--- src/rtl/mmu_tile_ctrl.sv ---
// mmu_tile_ctrl: sequences the mmu datapath over a grid of output tiles.
// Tiles are walked row-major and the K reduction runs innermost.
// Each step loads the operands, runs the mmu once and, after the last K step,
// hands the finished tile to writeback.
//
// Ports
//   clk_i, rst_ni                        clock, asynchronous active-low reset
//   start_i, m/n/k_tiles_i               job request and tile counts (latched on accept)
//   busy_o, done_o, err_o                job status (err_o is sticky, cleared on start)
//   tile_row_o, tile_col_o, tile_k_o     current tile indices for operand fetch
//   ld_req_o / ld_ack_i                  operand load handshake
//   accum_clr_o                          first K step, so accumulate input is zero
//   mmu_enable_o / mmu_data_ready_i      mmu level enable and completion pulse
//   wr_valid_o / wr_ready_i              writeback handshake for the finished tile
//
// Optional feature: define MMU_CTRL_TIMEOUT_EN to add a COMPUTE watchdog.
// The watchdog aborts the job with err_o=1 after TIMEOUT_CYC cycles in COMPUTE.
// Without it, err_o stays 0 and COMPUTE waits indefinitely.
module mmu_tile_ctrl #(
  parameter int CNT_W       = 8,
  parameter int TIMEOUT_CYC = 64
) (
  input  logic             clk_i,
  input  logic             rst_ni,
  input  logic             start_i,
  input  logic [CNT_W-1:0] m_tiles_i,
  input  logic [CNT_W-1:0] n_tiles_i,
  input  logic [CNT_W-1:0] k_tiles_i,
  output logic             busy_o,
  output logic             done_o,
  output logic             err_o,
  output logic [CNT_W-1:0] tile_row_o,
  output logic [CNT_W-1:0] tile_col_o,
  output logic [CNT_W-1:0] tile_k_o,
  output logic             ld_req_o,
  input  logic             ld_ack_i,
  output logic             accum_clr_o,
  output logic             mmu_enable_o,
  input  logic             mmu_data_ready_i,
  output logic             wr_valid_o,
  input  logic             wr_ready_i
);

  typedef enum logic [2:0] {S_IDLE, S_LOAD, S_COMPUTE, S_WRITE, S_DONE} state_e;

  state_e           state_q, state_d;
  logic [CNT_W-1:0] m_q, m_d, n_q, n_d, k_q, k_d;
  logic [CNT_W-1:0] row_q, row_d, col_q, col_d, kk_q, kk_d;
  logic             err_q, err_d;
  logic             tmo;

`ifdef MMU_CTRL_TIMEOUT_EN
  localparam int TC_W = $clog2(TIMEOUT_CYC + 1);
  logic [TC_W-1:0] tcnt_q;

  // Counts cycles spent in COMPUTE; any other state restarts it, so it is
  // zero on every COMPUTE entry.
  always_ff @(posedge clk_i or negedge rst_ni) begin
    if (!rst_ni)                 tcnt_q <= '0;
    else if (state_q != S_COMPUTE) tcnt_q <= '0;
    else                         tcnt_q <= tcnt_q + 1'b1;
  end

  assign tmo = (state_q == S_COMPUTE) && !mmu_data_ready_i &&
               (tcnt_q == TC_W'(TIMEOUT_CYC - 1));
`else
  wire unused_timeout = |TIMEOUT_CYC;
  assign tmo = 1'b0;
`endif

  always_ff @(posedge clk_i or negedge rst_ni) begin
    if (!rst_ni) begin
      state_q <= S_IDLE;
      m_q     <= '0;
      n_q     <= '0;
      k_q     <= '0;
      row_q   <= '0;
      col_q   <= '0;
      kk_q    <= '0;
      err_q   <= 1'b0;
    end else begin
      state_q <= state_d;
      m_q     <= m_d;
      n_q     <= n_d;
      k_q     <= k_d;
      row_q   <= row_d;
      col_q   <= col_d;
      kk_q    <= kk_d;
      err_q   <= err_d;
    end
  end

  always_comb begin
    state_d = state_q;
    m_d     = m_q;
    n_d     = n_q;
    k_d     = k_q;
    row_d   = row_q;
    col_d   = col_q;
    kk_d    = kk_q;
    err_d   = err_q;
    case (state_q)
      S_IDLE: if (start_i) begin
        err_d = 1'b0;
        if (|m_tiles_i && |n_tiles_i && |k_tiles_i) begin
          m_d     = m_tiles_i;
          n_d     = n_tiles_i;
          k_d     = k_tiles_i;
          row_d   = '0;
          col_d   = '0;
          kk_d    = '0;
          state_d = S_LOAD;
        end else begin
          state_d = S_DONE;
        end
      end
      S_LOAD: if (ld_ack_i) state_d = S_COMPUTE;
      S_COMPUTE: begin
        if (mmu_data_ready_i) begin
          if (kk_q == k_q - 1'b1) begin
            state_d = S_WRITE;
          end else begin
            // Next step accumulates onto the mat_out produced by this one.
            kk_d    = kk_q + 1'b1;
            state_d = S_LOAD;
          end
        end else if (tmo) begin
          err_d   = 1'b1;
          state_d = S_DONE;
        end
      end
      S_WRITE: if (wr_ready_i) begin
        kk_d = '0;
        if (col_q == n_q - 1'b1) begin
          col_d = '0;
          if (row_q == m_q - 1'b1) begin
            row_d   = '0;
            state_d = S_DONE;
          end else begin
            row_d   = row_q + 1'b1;
            state_d = S_LOAD;
          end
        end else begin
          col_d   = col_q + 1'b1;
          state_d = S_LOAD;
        end
      end
      S_DONE:  state_d = S_IDLE;
      default: state_d = S_IDLE;
    endcase
  end

  assign busy_o       = (state_q != S_IDLE);
  assign done_o       = (state_q == S_DONE);
  assign err_o        = err_q;
  assign ld_req_o     = (state_q == S_LOAD);
  assign mmu_enable_o = (state_q == S_COMPUTE);
  assign wr_valid_o   = (state_q == S_WRITE);
  assign accum_clr_o  = (ld_req_o || mmu_enable_o) && (kk_q == '0);
  assign tile_row_o   = row_q;
  assign tile_col_o   = col_q;
  assign tile_k_o     = kk_q;

endmodule

--- config.mk ---
export PLATFORM = sky130hd
export DESIGN_NAME = mmu_tile_ctrl
export DESIGN_NICKNAME = d
export VERILOG_FILES = /design/src/rtl/mmu_tile_ctrl.sv
export SDC_FILE = /design/constraint.sdc
export NUM_CORES = 1
export LEC_CHECK = 0
export CAP_MARGIN = 20
export CORE_MARGIN = 2
export CORE_UTILIZATION = 54
export DETAILED_ROUTE_END_ITERATION = 12
export PLACE_DENSITY = 0.85
export SYNTH_ARGS = -nofsm -noshare
export SYNTH_HDL_FRONTEND = slang
export SYNTH_SLANG_ARGS = --single-unit
--- constraint.sdc ---
create_clock -name clk_i -period 3.44 [get_ports clk_i]
set_input_delay 1.032 -clock clk_i [delete_from_list [all_inputs] [get_ports clk_i]]
set_output_delay 1.032 -clock clk_i [all_outputs]
set_load 0.05 [all_outputs]
== After elaboration in Yosys (flattened, before gate mapping) ==
Index checks and enable logic that the tools add are counted.
Widths: inputs -> output; s select.

* $add $sub $neg: 6
* Equal/unequal tests: 14
* Mux-type cells: 22
* Reduce and logical (&&, ||, !) cells: 17

{| class="wikitable"
|+ Operator list
! cell !! count
|-
| $mux 8 || 10
|-
| $pmux 8 s2 || 2
|-
| $add 8x1->8 const B || 3
|-
| $eq 8x8->1 || 3
|-
| $pmux 8 s3 || 1
|-
| $reduce_or 8->1 || 3
|-
| $sub 8x1->8 const B || 3
|-
| $mux 3 || 7
|-
| $pmux 3 s4 || 1
|-
| $logic_not 8->1 || 1
|-
| $ne 2x1->1 const B || 4
|-
| $reduce_and 4->1 || 2
|-
| $eq 3x2->1 const B || 2
|-
| $ne 2x2->1 const B || 3
|-
| $reduce_and 6->1 || 1
|-
| $reduce_bool 3->1 || 2
|-
| $reduce_and 5->1 || 1
|-
| $eq 3x1->1 const B || 1
|-
| $eq 3x3->1 const B || 1
|-
| $logic_and 1x1->1 || 3
|-
| $logic_not 3->1 || 1
|-
| $reduce_and 3->1 || 1
|-
| $mux 2 || 1
|-
| $reduce_bool 2->1 || 1
|-
| $logic_or 1x1->1 || 1
|}

* Flip-flop bits (word level): 51
* Input port bits: 30
* Output and inout bits: 31

== Longest topological paths before layout ==
* Word-level depth: 6
* Depth in mapped cells: 9

== Least setup slack after synthesis ==
Ideal clock, no wire load.

* Path kind: reg2out
* Start point: register kk_q[0] (netlist: tile_k_o[0])
* End point: output accum_clr_o
* Data arrival time: 1.921 ns
* Slack: 0.487 ns
* Cell stages (with the launch flop): 6
* Buffers on the path: 0
* Cells stage by stage: dfrtp_1 -> inv_1 -> ha_1 -> nor4b_1 -> nand2_1 -> a21oi_1

* Word-level cells in the longest chain between the ends: 2

{| class="wikitable"
|+ RTL lines
! item !! RTL line !! text
|-
| from (decl) || 48 || <nowiki>logic [CNT_W-1:0] row_q, row_d, col_q, col_d, kk_q, kk_d;</nowiki>
|-
| from (signal assigned) || 88 || <nowiki>kk_q <= kk_d;</nowiki>
|-
| $logic_not 8->1 || 159 || <nowiki>assign accum_clr_o = (ld_req_o || mmu_enable_o) && (kk_q == '0);</nowiki>
|-
| $logic_and 1x1->1 || 159 ||
|-
| to (decl) || 37 || <nowiki>output logic accum_clr_o,</nowiki>
|}

No other way between the ends.

== Final worst setup path ==
* Start point: register state_q[1]
* End point: output mmu_enable_o

* Word-level cells in the longest chain between the ends: 1

{| class="wikitable"
|+ RTL lines
! item !! RTL line !! text
|-
| from (decl) || 46 || <nowiki>state_e state_q, state_d;</nowiki>
|-
| from (signal assigned) || 82 || <nowiki>state_q <= state_d;</nowiki>
|-
| $eq 3x2->1 || 157 || <nowiki>assign mmu_enable_o = (state_q == S_COMPUTE);</nowiki>
|-
| to (decl) || 38 || <nowiki>output logic mmu_enable_o,</nowiki>
|}

No other way between the ends.

==> flow_metrics.env <==
export IMPL_run_status="finished, final reports clean"
export IMPL_gp_congestion=0.8457
export IMPL_h_tree_levels=2
export IMPL_cts_clk_slew_worst_paths_ns=0.10
export IMPL_cts_tree="yes"
export IMPL_core_sq_um=5956
export IMPL_arrival_time_at_the_worst_endpoint_ns=2.30
export IMPL_routedWlPerCell_um=16.23
export IMPL_syn_area_sq_um=3358
export IMPL_synth_cell_types=58
export IMPL_drt_iter0_drc=159
export IMPL_placement_rows=28
export IMPL_grt_first_pass_wirelength_mm=12.96
export IMPL_die_y_um=82.86
export IMPL_ant_nets=0
export IMPL_postCtsResizedCells=0
export IMPL_hold_path_class="reg -> reg"
export IMPL_rr_startpoint="m_q[0]"
export IMPL_clock_tree_root_buffer_cell="sky130_fd_sc_hd__clkbuf_8"
export IMPL_power_density_nw_per_um2=832.8
export IMPL_floorplan_die_width_um=82.86
export IMPL_hold_end="n_q[7]"
export IMPL_crit_type="reg -> out"
export IMPL_timing_final_max_slew_violations=0
export IMPL_timing_reg2reg_worst_path_depth=8
export IMPL_num_vias=2862
export IMPL_post_syn_instances=346
export IMPL_syn_nets=383
export IMPL_fin_util_pct=68.42
export IMPL_timing_setup_tns_ns=0
export IMPL_peak_freq_mhz=299.8
export IMPL_area_delta_synth_final_pct=21.35
export IMPL_cellLeakagePower_nw=1.646
export IMPL_mostFrequentLayoutCell="sky130_fd_sc_hd__clkdlybuf4s50_1"
export IMPL_clock_sinks=51
export IMPL_post_synth_and_or_nand_nor_area_fraction_pct=22.88
export IMPL_fin_worst_hold_slack_ns=0.5461
export IMPL_critical_path_reg2reg_endpoint="tile_row_o[4]"
export IMPL_dp_final_hpwl_mm=5.747
export IMPL_buffer_ports_inserted=59
export IMPL_relSlewSlack_pct=38.90
export IMPL_layout_min_cycle_time_ns=3.335
export IMPL_cp_required_ns=2.41
export IMPL_hold_path_startpoint="n_q[7]"
export IMPL_first_global_vias=2735
export IMPL_worst_setup_path_start_kind="register"
export IMPL_synth_yosys_warnings=0
export IMPL_synth_compound_area_share_pct=15.05
export IMPL_cts_hold_buffers_added=0
export IMPL_muxShareOfSynthArea_pct=9.277
export IMPL_wirelength_mm=7.756
export IMPL_via_per_inst=5.987
export IMPL_tightestPinTransition_ns=0.9132
export IMPL_finalSetupViolCount=0
export IMPL_critPathMaxFanout=10
export IMPL_largest_family_of_logic_cells_by_synthesized_area="simple AND/OR/NAND/NOR gates"
export IMPL_antennaDiodeCount=0
export IMPL_final_period_utilization_pct=96.95
export IMPL_clock_latency_reported_for_the_late_side_of_the_worst_skew_pair_ns=0.31
export IMPL_ir_worst_vdd_mv=0.5567
export IMPL_floorplan_initialDensity_pct=56.39
export IMPL_fin_total_pwr_mw=3.394
export IMPL_setup_reg_to_reg_worst_slack_ns=0.78
export IMPL_ys_dominant_reg_cell="sky130_fd_sc_hd__dfrtp_1"
export IMPL_number_of_enable_flip_flop_cells_after_synthesis=0
export IMPL_drive_above_1_share_pct=12.41
export IMPL_grt_total_usage_pct=22.72
export IMPL_ys_seq_elements=51
export IMPL_final_hold_violation_count=0
export IMPL_antenna_found_initial=0
export IMPL_detailedRoute_firstPassIterationCount=5
export IMPL_ffs_w_async_s_r_synth_pct=100.0
export IMPL_grt_setup_unrepaired="false"
export IMPL_clockBufferDepth=2
export IMPL_num_io_pins=61
export IMPL_yosys_area_share_xor_xnor_pct=6.781
export IMPL_grt_max_degree=52
export IMPL_final_cell_mix="sky130_fd_sc_hd__clkdlybuf4s50_1, sky130_fd_sc_hd__dfrtp_1, sky130_fd_sc_hd__inv_1, sky130_fd_sc_hd__mux2_2"
export IMPL_cap_viol_max_count=0
export IMPL_post_cts_setup_buffer_count=0
export IMPL_worst_hold_path_num_cells=1
export IMPL_synth_avg_cell_area_sq_um=9.706
export IMPL_seq_area_frac_synth_pct=38.00
export IMPL_synthAdderAreaFrac_pct=2.608
export IMPL_tritoncts_num_buffers=5
export IMPL_finish_net_count=439
export IMPL_drcViolationCount=0
export IMPL_crit_path_end_kind="output port"
export IMPL_grt_remaining_overflow=0
export IMPL_fin_clk_skew_ns=0.008141
export IMPL_die_footprint_sq_um=6866
==> worst max-delay path: stages (launching register included) <==
cell and delay (ns):
sky130_fd_sc_hd__dfrtp_1 0.52, sky130_fd_sc_hd__or3b_1 0.51, sky130_fd_sc_hd__inv_1 0.14, sky130_fd_sc_hd__clkdlybuf4s50_1 0.82
==> worst max path at each step <==
| stage | from | endpoint | slack [ns] | depth (start not counted) |
|---|---|---|---|---|
| floorplan | tile_k_o[0] | accum_clr_o | 0.49 | 5 |
| global placement | wr_ready_i | tile_row_o[2] | 0.12 | 6 |
| detailed placement | wr_ready_i | tile_row_o[2] | 0.11 | 6 |
| CTS | tile_k_o[0] | accum_clr_o | 0.05 | 6 |
| global route | state_q[1] | mmu_enable_o | 0.07 | 3 |
| finish | state_q[1] | mmu_enable_o | 0.10 | 3 |
==> flip-flops by register name (all words and copies together) (netlist names) <==
signal      count
tile_k_o        8
state_q         3
tile_col_o      8
k_q             8
n_q             8
tile_row_o      8
m_q             8
==> layer usage <==
| layer | vias to the layer above | global-route usage, % | wire (um) |
|---|---|---|---|
| met5 | - | 0 | 0 |
| met4 | 0 | 5.812 | 90 |
| met3 | 10 | 4.573 | 383 |
| met2 | 88 | 37.32 | 3863 |
| met1 | 1373 | 30.87 | 3419 |
| li1 | 1391 | - | - |
==> per-stage QoR <==
stage / setup slack, ns / cell area (sq um) / instances
6_report: 0.1048 / 4075 / 478
5_1_grt: 0.06508 / 4075 / 478
4_1_cts: 0.05294 / 4073 / 478
3_5_place_dp: 0.1137 / 3988 / 470
3_3_place_gp: 0.1233 / 3988 / 470
2_1_floorplan: 0.4868 / 3358 / 346
==> area by class of cell <==
cell class                 count  area (sq um)
multi-input combinational    255          1904
fill                         480          1881
sequential                    51          1276
timing repair buffer          63         618.1
inverter                      26         97.59
tap                           75         93.84
clock buffer                   6         72.57
clock inverter                 2         12.51
==> where the power goes <==
| part | switching (mW) | leakage, nW | internal [mW] |
|---|---|---|---|
| Sequential | 0.377 | 0.653 | 0.810 |
| Combinational | 1.06 | 0.952 | 0.801 |
| Clock | 0.204 | 0.0412 | 0.143 |
==> synth_stat cells, types with 3 or more instances <==
| cell | count | share of area (%) |
|---|---|---|
| sky130_fd_sc_hd__a21o_1 | 3 | 0.67 |
| sky130_fd_sc_hd__a21oi_1 | 12 | 1.8 |
| sky130_fd_sc_hd__a22o_1 | 5 | 1.3 |
| sky130_fd_sc_hd__and2_1 | 3 | 0.56 |
| sky130_fd_sc_hd__and3_1 | 9 | 1.7 |
| sky130_fd_sc_hd__buf_2 | 4 | 0.60 |
| sky130_fd_sc_hd__clkbuf_1 | 6 | 0.67 |
| sky130_fd_sc_hd__dfrtp_1 | 51 | 38 |
| sky130_fd_sc_hd__ha_1 | 7 | 2.6 |
| sky130_fd_sc_hd__inv_1 | 25 | 2.8 |
| sky130_fd_sc_hd__mux2_2 | 25 | 8.4 |
| sky130_fd_sc_hd__mux2i_1 | 3 | 0.89 |
| sky130_fd_sc_hd__nand2_1 | 18 | 2.0 |
| sky130_fd_sc_hd__nand2b_1 | 4 | 0.75 |
| sky130_fd_sc_hd__nand3_1 | 13 | 1.9 |
| sky130_fd_sc_hd__nand4_1 | 8 | 1.5 |
| sky130_fd_sc_hd__nand4b_1 | 4 | 1.0 |
| sky130_fd_sc_hd__nor2_1 | 11 | 1.2 |
| sky130_fd_sc_hd__nor2b_1 | 9 | 1.7 |
| sky130_fd_sc_hd__nor3_1 | 13 | 1.9 |
| sky130_fd_sc_hd__nor4_1 | 7 | 1.3 |
| sky130_fd_sc_hd__o21ai_0 | 16 | 2.4 |
| sky130_fd_sc_hd__o221ai_1 | 8 | 2.1 |
| sky130_fd_sc_hd__o22ai_1 | 3 | 0.56 |
| sky130_fd_sc_hd__o31ai_1 | 6 | 1.3 |
| sky130_fd_sc_hd__or2_2 | 3 | 0.56 |
| sky130_fd_sc_hd__or3_1 | 4 | 0.75 |
| sky130_fd_sc_hd__or4_1 | 6 | 1.3 |
| sky130_fd_sc_hd__xnor2_1 | 18 | 4.7 |
| sky130_fd_sc_hd__xor2_1 | 8 | 2.1 |
==> kinds of logic (layout without fill, tap and decap cells) <==
group | after synthesis | after routing
compound gates | 69 | 69
xor+xnor | 26 | 26
fa+ha+maj | 7 | 7
buf+inv | 40 | 97
flops | 51 | 51
mux | 28 | 28
other cells | 1 | 1
simple gates | 124 | 124
Note: power is estimated with default switching activity, not from simulation.
